File: src/rtl/load_store_unit.sv
// Memory/writeback stage: registers ALU results for writeback, or runs a
// single load/store over a req/ack data-memory port while stalling upstream.
module load_store_unit #(
    parameter int XLEN        = 32,
    parameter int ACK_TIMEOUT = 255
) (
    input  logic            i_clk,
    input  logic            i_rst_n,
    input  logic            i_valid,
    input  logic            i_is_reg_write,
    input  logic            i_is_mem_read,
    input  logic            i_is_mem_write,
    input  logic [XLEN-1:0] i_mem_address,
    input  logic [2:0]      i_mem_size,
    input  logic [4:0]      i_rd_id,
    input  logic [XLEN-1:0] i_mem_data,
    input  logic [XLEN-1:0] i_reg_data,
    output logic            o_stall,
    output logic            o_mem_req,
    output logic            o_mem_we,
    output logic [XLEN-1:0] o_mem_addr,
    output logic [XLEN-1:0] o_mem_wdata,
    output logic [3:0]      o_mem_wstrb,
    input  logic [XLEN-1:0] i_mem_rdata,
    input  logic            i_mem_ack,
    output logic            o_rd_wr_en,
    output logic [4:0]      o_rd_id,
    output logic [XLEN-1:0] o_rd_data,
    output logic            o_misaligned,
    output logic            o_mem_fault
);

    typedef enum logic { IDLE, WAIT_ACK } state_t;
    typedef enum logic [1:0] { SZ_B, SZ_H, SZ_W } size_t;

    state_t      state;
    state_t      state_next;
    logic [31:0] wait_cnt;
    logic        lat_load;
    logic [2:0]  lat_size;
    logic [1:0]  lat_off;
    logic [4:0]  lat_rd;

    logic        is_mem;
    logic        aligned;
    logic        issue;
    logic        timeout_hit;

    // Reserved funct3 encodings fall through to word accesses.
    function automatic size_t size_decode(input logic [2:0] size);
        case (size)
            3'b000, 3'b100: size_decode = SZ_B;
            3'b001, 3'b101: size_decode = SZ_H;
            default:        size_decode = SZ_W;
        endcase
    endfunction

    function automatic logic [3:0] store_wstrb(input logic [2:0] size, input logic [1:0] off);
        case (size_decode(size))
            SZ_B:    store_wstrb = 4'b0001 << off;
            SZ_H:    store_wstrb = 4'b0011 << off;
            default: store_wstrb = 4'b1111;
        endcase
    endfunction

    // Narrow stores are replicated across every lane; the strobe picks the live one.
    function automatic logic [XLEN-1:0] store_wdata(input logic [2:0] size, input logic [XLEN-1:0] data);
        case (size_decode(size))
            SZ_B:    store_wdata = {4{data[7:0]}};
            SZ_H:    store_wdata = {2{data[15:0]}};
            default: store_wdata = data;
        endcase
    endfunction

    // Selects the addressed byte/half of the read word and extends it; the
    // top funct3 bit marks the unsigned variants.
    function automatic logic [XLEN-1:0] load_extend(input logic [XLEN-1:0] word,
                                                    input logic [2:0]      size,
                                                    input logic [1:0]      off);
        logic [7:0]  b;
        logic [15:0] h;
        b = 8'(word >> {off, 3'b000});
        h = off[1] ? word[31:16] : word[15:0];
        case (size_decode(size))
            SZ_B:    load_extend = size[2] ? {{(XLEN-8){1'b0}}, b}  : {{(XLEN-8){b[7]}}, b};
            SZ_H:    load_extend = size[2] ? {{(XLEN-16){1'b0}}, h} : {{(XLEN-16){h[15]}}, h};
            default: load_extend = word;
        endcase
    endfunction

    // Request qualification and timeout detection for the current cycle.
    always_comb begin
        is_mem = i_is_mem_read | i_is_mem_write;
        case (size_decode(i_mem_size))
            SZ_B:    aligned = 1'b1;
            SZ_H:    aligned = ~i_mem_address[0];
            default: aligned = (i_mem_address[1:0] == 2'b00);
        endcase
        issue       = (state == IDLE) && i_valid && is_mem && aligned;
        timeout_hit = (ACK_TIMEOUT != 0) && !i_mem_ack &&
                      (wait_cnt == 32'(ACK_TIMEOUT - 1));
    end

    // State register.
    always_ff @(posedge i_clk or negedge i_rst_n) begin
        if (!i_rst_n) state <= IDLE;
        else          state <= state_next;
    end

    // Next state and stall; stall releases in the ack/timeout cycle so the
    // upstream bundle advances exactly once per memory access.
    always_comb begin
        state_next = state;
        o_stall    = 1'b0;
        case (state)
            IDLE: begin
                if (issue) begin
                    state_next = WAIT_ACK;
                    o_stall    = 1'b1;
                end
            end
            WAIT_ACK: begin
                if (i_mem_ack || timeout_hit) state_next = IDLE;
                else                          o_stall    = 1'b1;
            end
            default: state_next = IDLE;
        endcase
    end

    // Memory request, latched access attributes, writeback and event pulses.
    always_ff @(posedge i_clk or negedge i_rst_n) begin
        if (!i_rst_n) begin
            o_mem_req    <= 1'b0;
            o_mem_we     <= 1'b0;
            o_mem_addr   <= '0;
            o_mem_wdata  <= '0;
            o_mem_wstrb  <= 4'b0000;
            o_rd_wr_en   <= 1'b0;
            o_rd_id      <= 5'd0;
            o_rd_data    <= '0;
            o_misaligned <= 1'b0;
            o_mem_fault  <= 1'b0;
            wait_cnt     <= 32'd0;
            lat_load     <= 1'b0;
            lat_size     <= 3'b000;
            lat_off      <= 2'b00;
            lat_rd       <= 5'd0;
        end else begin
            o_rd_wr_en   <= 1'b0;
            o_misaligned <= 1'b0;
            o_mem_fault  <= 1'b0;
            case (state)
                IDLE: begin
                    if (i_valid && !is_mem) begin
                        if (i_is_reg_write && (i_rd_id != 5'd0)) begin
                            o_rd_wr_en <= 1'b1;
                            o_rd_id    <= i_rd_id;
                            o_rd_data  <= i_reg_data;
                        end
                    end else if (i_valid && !aligned) begin
                        o_misaligned <= 1'b1;
                    end else if (issue) begin
                        // A read+write bundle is treated as a load.
                        o_mem_req   <= 1'b1;
                        o_mem_we    <= ~i_is_mem_read;
                        o_mem_addr  <= {i_mem_address[XLEN-1:2], 2'b00};
                        o_mem_wdata <= i_is_mem_read ? '0 : store_wdata(i_mem_size, i_mem_data);
                        o_mem_wstrb <= i_is_mem_read ? 4'b0000
                                                     : store_wstrb(i_mem_size, i_mem_address[1:0]);
                        lat_load    <= i_is_mem_read;
                        lat_size    <= i_mem_size;
                        lat_off     <= i_mem_address[1:0];
                        lat_rd      <= i_rd_id;
                        wait_cnt    <= 32'd0;
                    end
                end
                WAIT_ACK: begin
                    if (i_mem_ack) begin
                        o_mem_req   <= 1'b0;
                        o_mem_we    <= 1'b0;
                        o_mem_wstrb <= 4'b0000;
                        wait_cnt    <= 32'd0;
                        if (lat_load && (lat_rd != 5'd0)) begin
                            o_rd_wr_en <= 1'b1;
                            o_rd_id    <= lat_rd;
                            o_rd_data  <= load_extend(i_mem_rdata, lat_size, lat_off);
                        end
                    end else if (timeout_hit) begin
                        o_mem_req   <= 1'b0;
                        o_mem_we    <= 1'b0;
                        o_mem_wstrb <= 4'b0000;
                        o_mem_fault <= 1'b1;
                        wait_cnt    <= 32'd0;
                    end else begin
                        wait_cnt <= wait_cnt + 32'd1;
                    end
                end
                default: ;
            endcase
        end
    end

endmodule

File: config.mk
export PLATFORM = sky130hd
export DESIGN_NAME = load_store_unit
export DESIGN_NICKNAME = d
export VERILOG_FILES = /design/src/rtl/load_store_unit.sv
export SDC_FILE = /design/constraint.sdc
export NUM_CORES = 1
export LEC_CHECK = 0
export ABC_AREA = 1
export CAP_MARGIN = 20
export CORE_MARGIN = 8
export CORE_UTILIZATION = 43
export DETAILED_ROUTE_END_ITERATION = 10
export HOLD_SLACK_MARGIN = 0.1
export PLACE_DENSITY = 0.75
export SLEW_MARGIN = 20
export SYNTH_ARGS = -nofsm -noshare
export SYNTH_HDL_FRONTEND = slang
export SYNTH_SLANG_ARGS = --single-unit
File: constraint.sdc
create_clock -name i_clk -period 1.4 [get_ports i_clk]
set_input_delay 0.28 -clock i_clk [delete_from_list [all_inputs] [get_ports i_clk]]
set_output_delay 0.28 -clock i_clk [all_outputs]
set_load 0.02 [all_outputs]
==> results of run 1 <==
-- final timing paths --
kind / startpoint / to / slack [ns] / cells after the start
min in group i_clk: i_mem_address[14] / o_mem_addr[14]$_DFFE_PN0P_ / 0.37 / 3
max in group asynchronous: i_rst_n / o_rd_data[26]$_DFFE_PN0P_ / 0.54 / 3
worst max register to register: state$_DFF_PN0_ / lat_off[0]$_DFFE_PN0P_ / -0.32 / 10
worst max-delay path: wait_cnt[0]$_DFFE_PN0P_ / o_stall / -0.58 / 8
worst min register to register: o_mem_addr[14]$_DFFE_PN0P_ / o_mem_addr[14]$_DFFE_PN0P_ / 0.49 / 2
worst min-delay path: i_rst_n / o_mem_addr[31]$_DFFE_PN0P_ / 0.32 / 2
-- cells by family (layout without fill, tap and decap cells) --
family	after synthesis	count (layout)	synth area share
AND/OR/NAND/NOR	630	630	0.315
flip-flops	152	152	0.467
other	1	2	0.000460
adder cells (fa/ha/maj)	2	2	0.00307
XOR/XNOR	11	11	0.0118
AO/OA/AOI/OAI	186	186	0.132
buffers and inverters	126	512	0.0678
multiplexers	3	3	0.00368
-- power by group --
group | leakage (nW) | switching, mW | internal, mW | total [mW]
combinational | 4.08 | 4.12 | 3.14 | 7.26
sequential | 1.96 | 0.758 | 5.46 | 6.22
clock | 0.301 | 2.12 | 2.71 | 4.82
-- cell usage in the layout, fill, tap and decap left out, types with 16 or more instances in the layout --
| master | count |
|---|---|
| nand2_2 | 34 |
| clkdlybuf4s15_2 | 65 |
| clkbuf_16 | 23 |
| a21oi_1 | 41 |
| o211ai_1 | 20 |
| nor2_1 | 77 |
| nand3_1 | 62 |
| nand2_1 | 410 |
| inv_1 | 62 |
| o21ai_1 | 22 |
| buf_2 | 26 |
| dfrtp_1 | 150 |
| o21ai_2 | 16 |
| o21ai_0 | 63 |
| clkdlybuf4s50_1 | 141 |
| buf_4 | 116 |
-- flip-flops by register name, indices dropped and copies added, names as in the netlist, 2 cells and up --
register and count:
o_mem_wdata 32, o_rd_data 32, wait_cnt 32, o_mem_addr 30, lat_rd 5, o_rd_id 5, o_mem_wstrb 4, lat_size 3
lat_off 2
-- routing by layer --
| metal | vias to the layer above | global-route usage |
|---|---|---|
| met5 | - | 0 |
| met4 | 0 | 0.101 |
| met3 | 76 | 0.0897 |
| met2 | 449 | 0.416 |
| met1 | 4330 | 0.309 |
| li1 | 4334 | - |
-- critical path: stages (launching register included) --
cell and delay, ns:
dfrtp_1 0.37, inv_1 0.12, ha_4 0.16, nand3_1 0.09, nor2_1 0.14, nand2_2 0.11
nand2_4 0.09, nand2_4 0.07, buf_6 0.13
-- per-stage QoR --
stage | worst slack, ns | TNS, ns | utilization
3_5_place_dp | -0.744 | -92.72 | 0.635
2_1_floorplan | -0.0806 | -0.278 | -
4_1_cts | -0.594 | -25.75 | 0.697
3_3_place_gp | -0.715 | -86.92 | 0.635
6_report | -0.579 | -32.58 | 0.710
5_1_grt | -0.720 | -42.10 | 0.710
-- what timing repair did --
action,4_1_cts,5_1_grt
pin swaps,18,16
buffers inserted,9,12
hold endpoints to repair,62,0
endpoints found under the setup margin,259,200
gates cloned,6,9
hold buffers,1,0
gates resized for setup,389,109
-- layout make-up --
type	count	area, um2
timing repair buffer	408	4060
inverter	71	307
timing repair inverter	1	8.76
clock buffer	17	425
tap	234	293
multi-input combinational	834	4150
sequential	152	3810
fill	1422	5410
clock inverter	15	180
==> out/metrics.yaml, run 1 <==
synthesis:
  synth.distinct_cells: 37
  synth_top_cells_by_area: "dfrtp_1 47%, nand2_1 21%, o21ai_0 4.6%"
  yosysMostFrequentCell: "nand2_1"
  synth_area_per_cell_um2: 7.34
  ys_ff_latch: 152
  yosysWarnings: 0
  yosys.area.top_type: "dfrtp_1"
  synth_enable_flop_cells: 0
  synth_top_area_frac: 0.467
  synthTopCellsByCount: "450 x nand2_1, 152 x dfrtp_1, 87 x nor2_1, 75 x o21ai_0, 65 x inv_1"
  synthesis.area_um2: 8150
  postSynthCellCount: 1111
  yosysSeqAreaShare: 0.467
  synthFlopType: "dfrtp_1"
  synth_async_sr_flop_share: 1.00
worst_setup_path:
  start_kind: "flop"
  end_kind: "primary output"
  crit_required_ns: 1.12
  path_class: "flop to primary output"
  worstPathMaxFanout: 2
  crit_arrival_ns: 1.70
place:
  dp.cells: 1668
  io_buffers: 251
  gp_congestion: 0.914
  dpl.hpwl_um: 22400
  placed_area_um2: 11800
min_path:
  hold_path_class: "primary input to async pin"
route:
  wl_met2_um: 15400
  wl_met3_um: 2980
  met1Wirelength_um: 12500
  antenna_left: 0
  viasPerCell: 5.31
  wl_per_cell_um: 18.5
  dr_total_vias: 9189
  drc: 0
  finalWirelength_um: 32000
  top_layer: "met4"
  drt_iter0_drc: 681
  firstDrtPassIters: 5
power_and_ir_drop:
  p_leak_nw: 6.34
  vdd_drop_max_uv: 960
  power.density_nw_per_um2: 1380
  p_total_mw: 18.3
final_layout:
  area_growth_pct: 62.3
  fin_area_um2: 13200
  final_cells: 1732
  diodes: 0
  drive_above_1_share: 0.266
  fin_nets: 1630
grt:
  grt_pass1_wl_um: 48500
  grt_pass1_vias: 9081
  grt-ovfl-total: 0
  grt_max_degree: 47
  grt_antenna_before_repair: 0
  grtUsageTotal: 0.257
status:
  violations: "negative setup slack"
  run_status: "complete, but fails checks"
clock_tree:
  ctsRootBufferMaster: "clkbuf_16"
  clock_latency_ns: 0.43
  cts_tree: "built"
  numCtsBuffers: 17
  htreeDepth: 4
  cts_buffer_depth: 2
  path_clk_slew_ns: 0.07
  cts.sinks: 152
sta:
  setup-violations-final: 150
  skew_ns: 0.0113
  timing.fmax_ghz: 0.505
  rsz0062_at_grt: "true"
  finalMaxSlewViolations: 0
  period_share: 1.41
  period_needed_ns: 1.98
  timing.hold.ws_ns: 0.319
  worst_slack_ns: -0.579
  hold_viol_final: 0
floorplanning:
  initial_core_util: 0.437
  die_h_um: 154
  coreArea_um2: 18600
  die_w_um: 154
  fp-row-count: 50
  die-area_um2: 23600
  io_pins: 254
run:
  max_cap_violations: 0
(Power assumes the default switching activity.)
==> run 2: changes to the inputs <==
--- a/config.mk
+++ b/config.mk
@@ -11,6 +11,7 @@
 export CORE_UTILIZATION = 43
 export DETAILED_ROUTE_END_ITERATION = 10
 export HOLD_SLACK_MARGIN = 0.1
+export MAX_ROUTING_LAYER = met4
 export PLACE_DENSITY = 0.75
 export SLEW_MARGIN = 20
 export SYNTH_ARGS = -nofsm -noshare
==> run 2 against run 1 <==
Core utilization increased by 5.5 points. The flow still finishes with violations (negative setup slack). Final area grew 7.8%. First-iteration DRC count down 1.0%. Final cell count up 1.9%. Largest cell class unchanged. Wire length rose by 9.3%. Critical endpoint unchanged. Via count up 4.5%. Maximum frequency shrank 3.0%. Count of clock-buffer cells in the layout increased by 2. Sequential power grew 2%. Worst hold slack better by 0.020 ns.
==> out/metrics.yaml, run 2 (synthesis gave the netlist of run 1 again) <==
grt:
  grt-ovfl-total: 0  # unchanged
  grtUsageTotal: 0.281  # +0.0245
  grt_pass1_wl_um: 51500  # +6.2%
  grt_pass1_vias: 9773  # +7.6%
  grt_antenna_before_repair: 1  # +1
  grt_max_degree: 45  # -4.3%
sta:
  rsz0062_at_grt: "true"
  hold_viol_final: 0  # unchanged
  period_share: 1.46  # +0.0437
  setup-violations-final: 151  # +0.67%
  period_needed_ns: 2.04  # +0.0612 ns
  timing.hold.ws_ns: 0.339  # +0.0201 ns
  skew_ns: 0.00966  # -0.00162 ns
  worst_slack_ns: -0.641  # -0.0612 ns
  finalMaxSlewViolations: 0  # unchanged
  timing.fmax_ghz: 0.490  # -3.0%
route:
  viasPerCell: 5.44  # +2.5%
  firstDrtPassIters: 5  # unchanged
  wl_per_cell_um: 19.8  # +7.3%
  dr_total_vias: 9600  # +4.5%
  drc: 0  # unchanged
  drt_iter0_drc: 674  # -1.0%
  antenna_left: 0  # unchanged
  finalWirelength_um: 35000  # +9.3%
worst_setup_path:
  crit_path_start: "wait_cnt[29]$_DFFE_PN0P_"
  ff2ff_path_depth: 10  # unchanged
  r2r-end: "o_mem_addr[25]$_DFFE_PN0P_"
  worstReg2RegStart: "state$_DFF_PN0_"
  slowest_stage: "dfrtp_1"
  cpMostUsedCell: "nand2_2"
  start_kind: "flop"
  cp_cell_sequence: "nor2_4, nand2_2, nor2_2, nand2_1, nor2_1, nand2_2, nand2_2, nand2_4, buf_6"
  rrSetupSlack_ns: -0.31  # about the same
  end_kind: "primary output"
  path_class: "flop to primary output"
  crit_arrival_ns: 1.76  # +0.06 ns
  crit_required_ns: 1.12  # about the same
  critPathCapture: "o_stall"
  max_stage_delay_ns: 0.41  # +0.04 ns
  worstPathMaxFanout: 2  # unchanged
min_path:
  holdCritStartpoint: "i_mem_size[0]"
  hold_path_class: "primary input to flop"
place:
  dp.cells: 1681  # +0.78%
  io_buffers: 251  # unchanged
  gp_congestion: 0.965  # +5.5%
  dp_slack_ns: -0.806  # -0.0620 ns
  dpl.hpwl_um: 22800  # +1.8%
clock_tree:
  htreeDepth: 4  # unchanged
  path_clk_slew_ns: 0.06  # about the same
  cts_tree: "built"
  numCtsBuffers: 17  # unchanged
  cts_buffer_depth: 2  # unchanged
  ctsRootBufferMaster: "clkbuf_16"
  cts.sinks: 152  # unchanged
  clock_latency_ns: 0.43  # about the same
power_and_ir_drop:
  power.density_nw_per_um2: 1330  # -3.9%
  pwr-share-seq: 0.334  # -0.006
  p_leak_nw: 6.85  # +8.0%
  p_clk_frac: 0.248  # -0.015
  comb_power_share: 0.418  # +0.021
  intPower_mw: 11.5  # +2.0%
  switchingPower_mw: 7.42  # +6.0%
  vdd_drop_max_uv: 937  # -2.4%
  swShare: 0.391  # +0.00909
final_layout:
  final_cells: 1765  # +1.9%
  layout_commonest_cell: "nand2_1"
  fillers: 1204  # -15%
  final_util: 0.765  # +0.0552
  largestRegisters: "o_mem_wdata (32), o_rd_data (32), wait_cnt (32)"
  final_cell_mix: "328 x nand2_1, 150 x dfrtp_1, 140 x clkdlybuf4s50_1"
  drive_above_1_share: 0.365  # +0.0990
  area_growth_pct: 74.9
  fin_nets: 1662  # +2.0%
floorplanning:
  initial_core_util: 0.437  # unchanged
  die-area_um2: 23600  # unchanged
  io_pins: 254  # unchanged
  die_w_um: 154  # unchanged
  fp-row-count: 50  # unchanged
  die_h_um: 154  # unchanged
  coreArea_um2: 18600  # unchanged
status:
  run_status: "complete, but fails checks"
  violations: "negative setup slack"
run:
  max_cap_violations: 0  # unchanged
-- run 2: cell types whose count changed in the layout (fill, tap and decap cells not counted), sizes merged, moves of 3 or more --
cell	delta
clkbuf	+20
inv	-4
clkinvlp	+3
buf	+32
clkdlybuf4s15	-19
-- run 2: per-stage QoR --
stage	power [mW]	setup TNS (ns)	instance area, um2
floorplan	9.43	-0.278	8200
finish	19.0	-32.60	14300
global route	19.8	-39.37	14300
detailed placement	13.2	-92.20	11900
global placement	13.0	-90.80	11900
CTS	18.3	-31.15	13600
-- run 2: critical path: cells and delay by family, from the launching register on --
kind                   cells  cell delay (ns)
and+or+nand+nor            8             0.77
buffers and inverters      1             0.13
DFF                        1             0.41
-- run 2: layer usage --
metal | global-route usage | part of all wire
met5 | - | 0
met4 | 0.101 | 0.042
met3 | 0.0802 | 0.087
met2 | 0.459 | 0.49
met1 | 0.327 | 0.38
-- run 2: worst min-delay path by stage --
stage | endpoint | slack, ns | depth (start not counted)
2_1_floorplan | lat_load$_DFFE_PN0P_ | -0.02 | 0
3_3_place_gp | o_mem_addr[2]$_DFFE_PN0P_ | 0.23 | 1
3_5_place_dp | o_mem_addr[10]$_DFFE_PN0P_ | 0.23 | 1
4_1_cts | o_mem_addr[2]$_DFFE_PN0P_ | 0.34 | 2
5_1_grt | o_mem_wdata[12]$_DFFE_PN0P_ | 0.35 | 2
6_report | lat_size[0]$_DFFE_PN0P_ | 0.34 | 4
-- run 2: what timing repair did --
| action | in CTS | in global routing |
|---|---|---|
| gates cloned | 13 | 8 |
| setup buffers | 20 | 19 |
| resized for setup | 428 | 312 |
| hold buffers | 1 | 0 |
| endpoints found under the setup margin | 258 | 199 |
| hold endpoints to repair | 43 | 0 |
| pin swaps | 28 | 46 |
-- run 2: cell type report --
type                            count  area (um2)  share of cell area
Tap cell                          234         293              0.0205
Clock inverter                     13         134             0.00939
Clock buffer                       19         453              0.0318
Sequential cell                   152        3810               0.267
Multi-Input combinational cell    834        4750               0.333
Inverter                           71         355              0.0249
Timing Repair Buffer              440        4460               0.313
Timing Repair inverter              1        11.3            0.000790
Antenna cell                        1        2.50            0.000175
-- run 2: power groups by stage --
stage,sequential (mW),combinational (mW),clock [mW]
finish,6.34,7.93,4.70
global route,6.46,8.47,4.91
CTS,6.14,7.45,4.70
detailed placement,6.15,7.03,0
global placement,6.11,6.93,0
floorplan,7.30,2.13,0
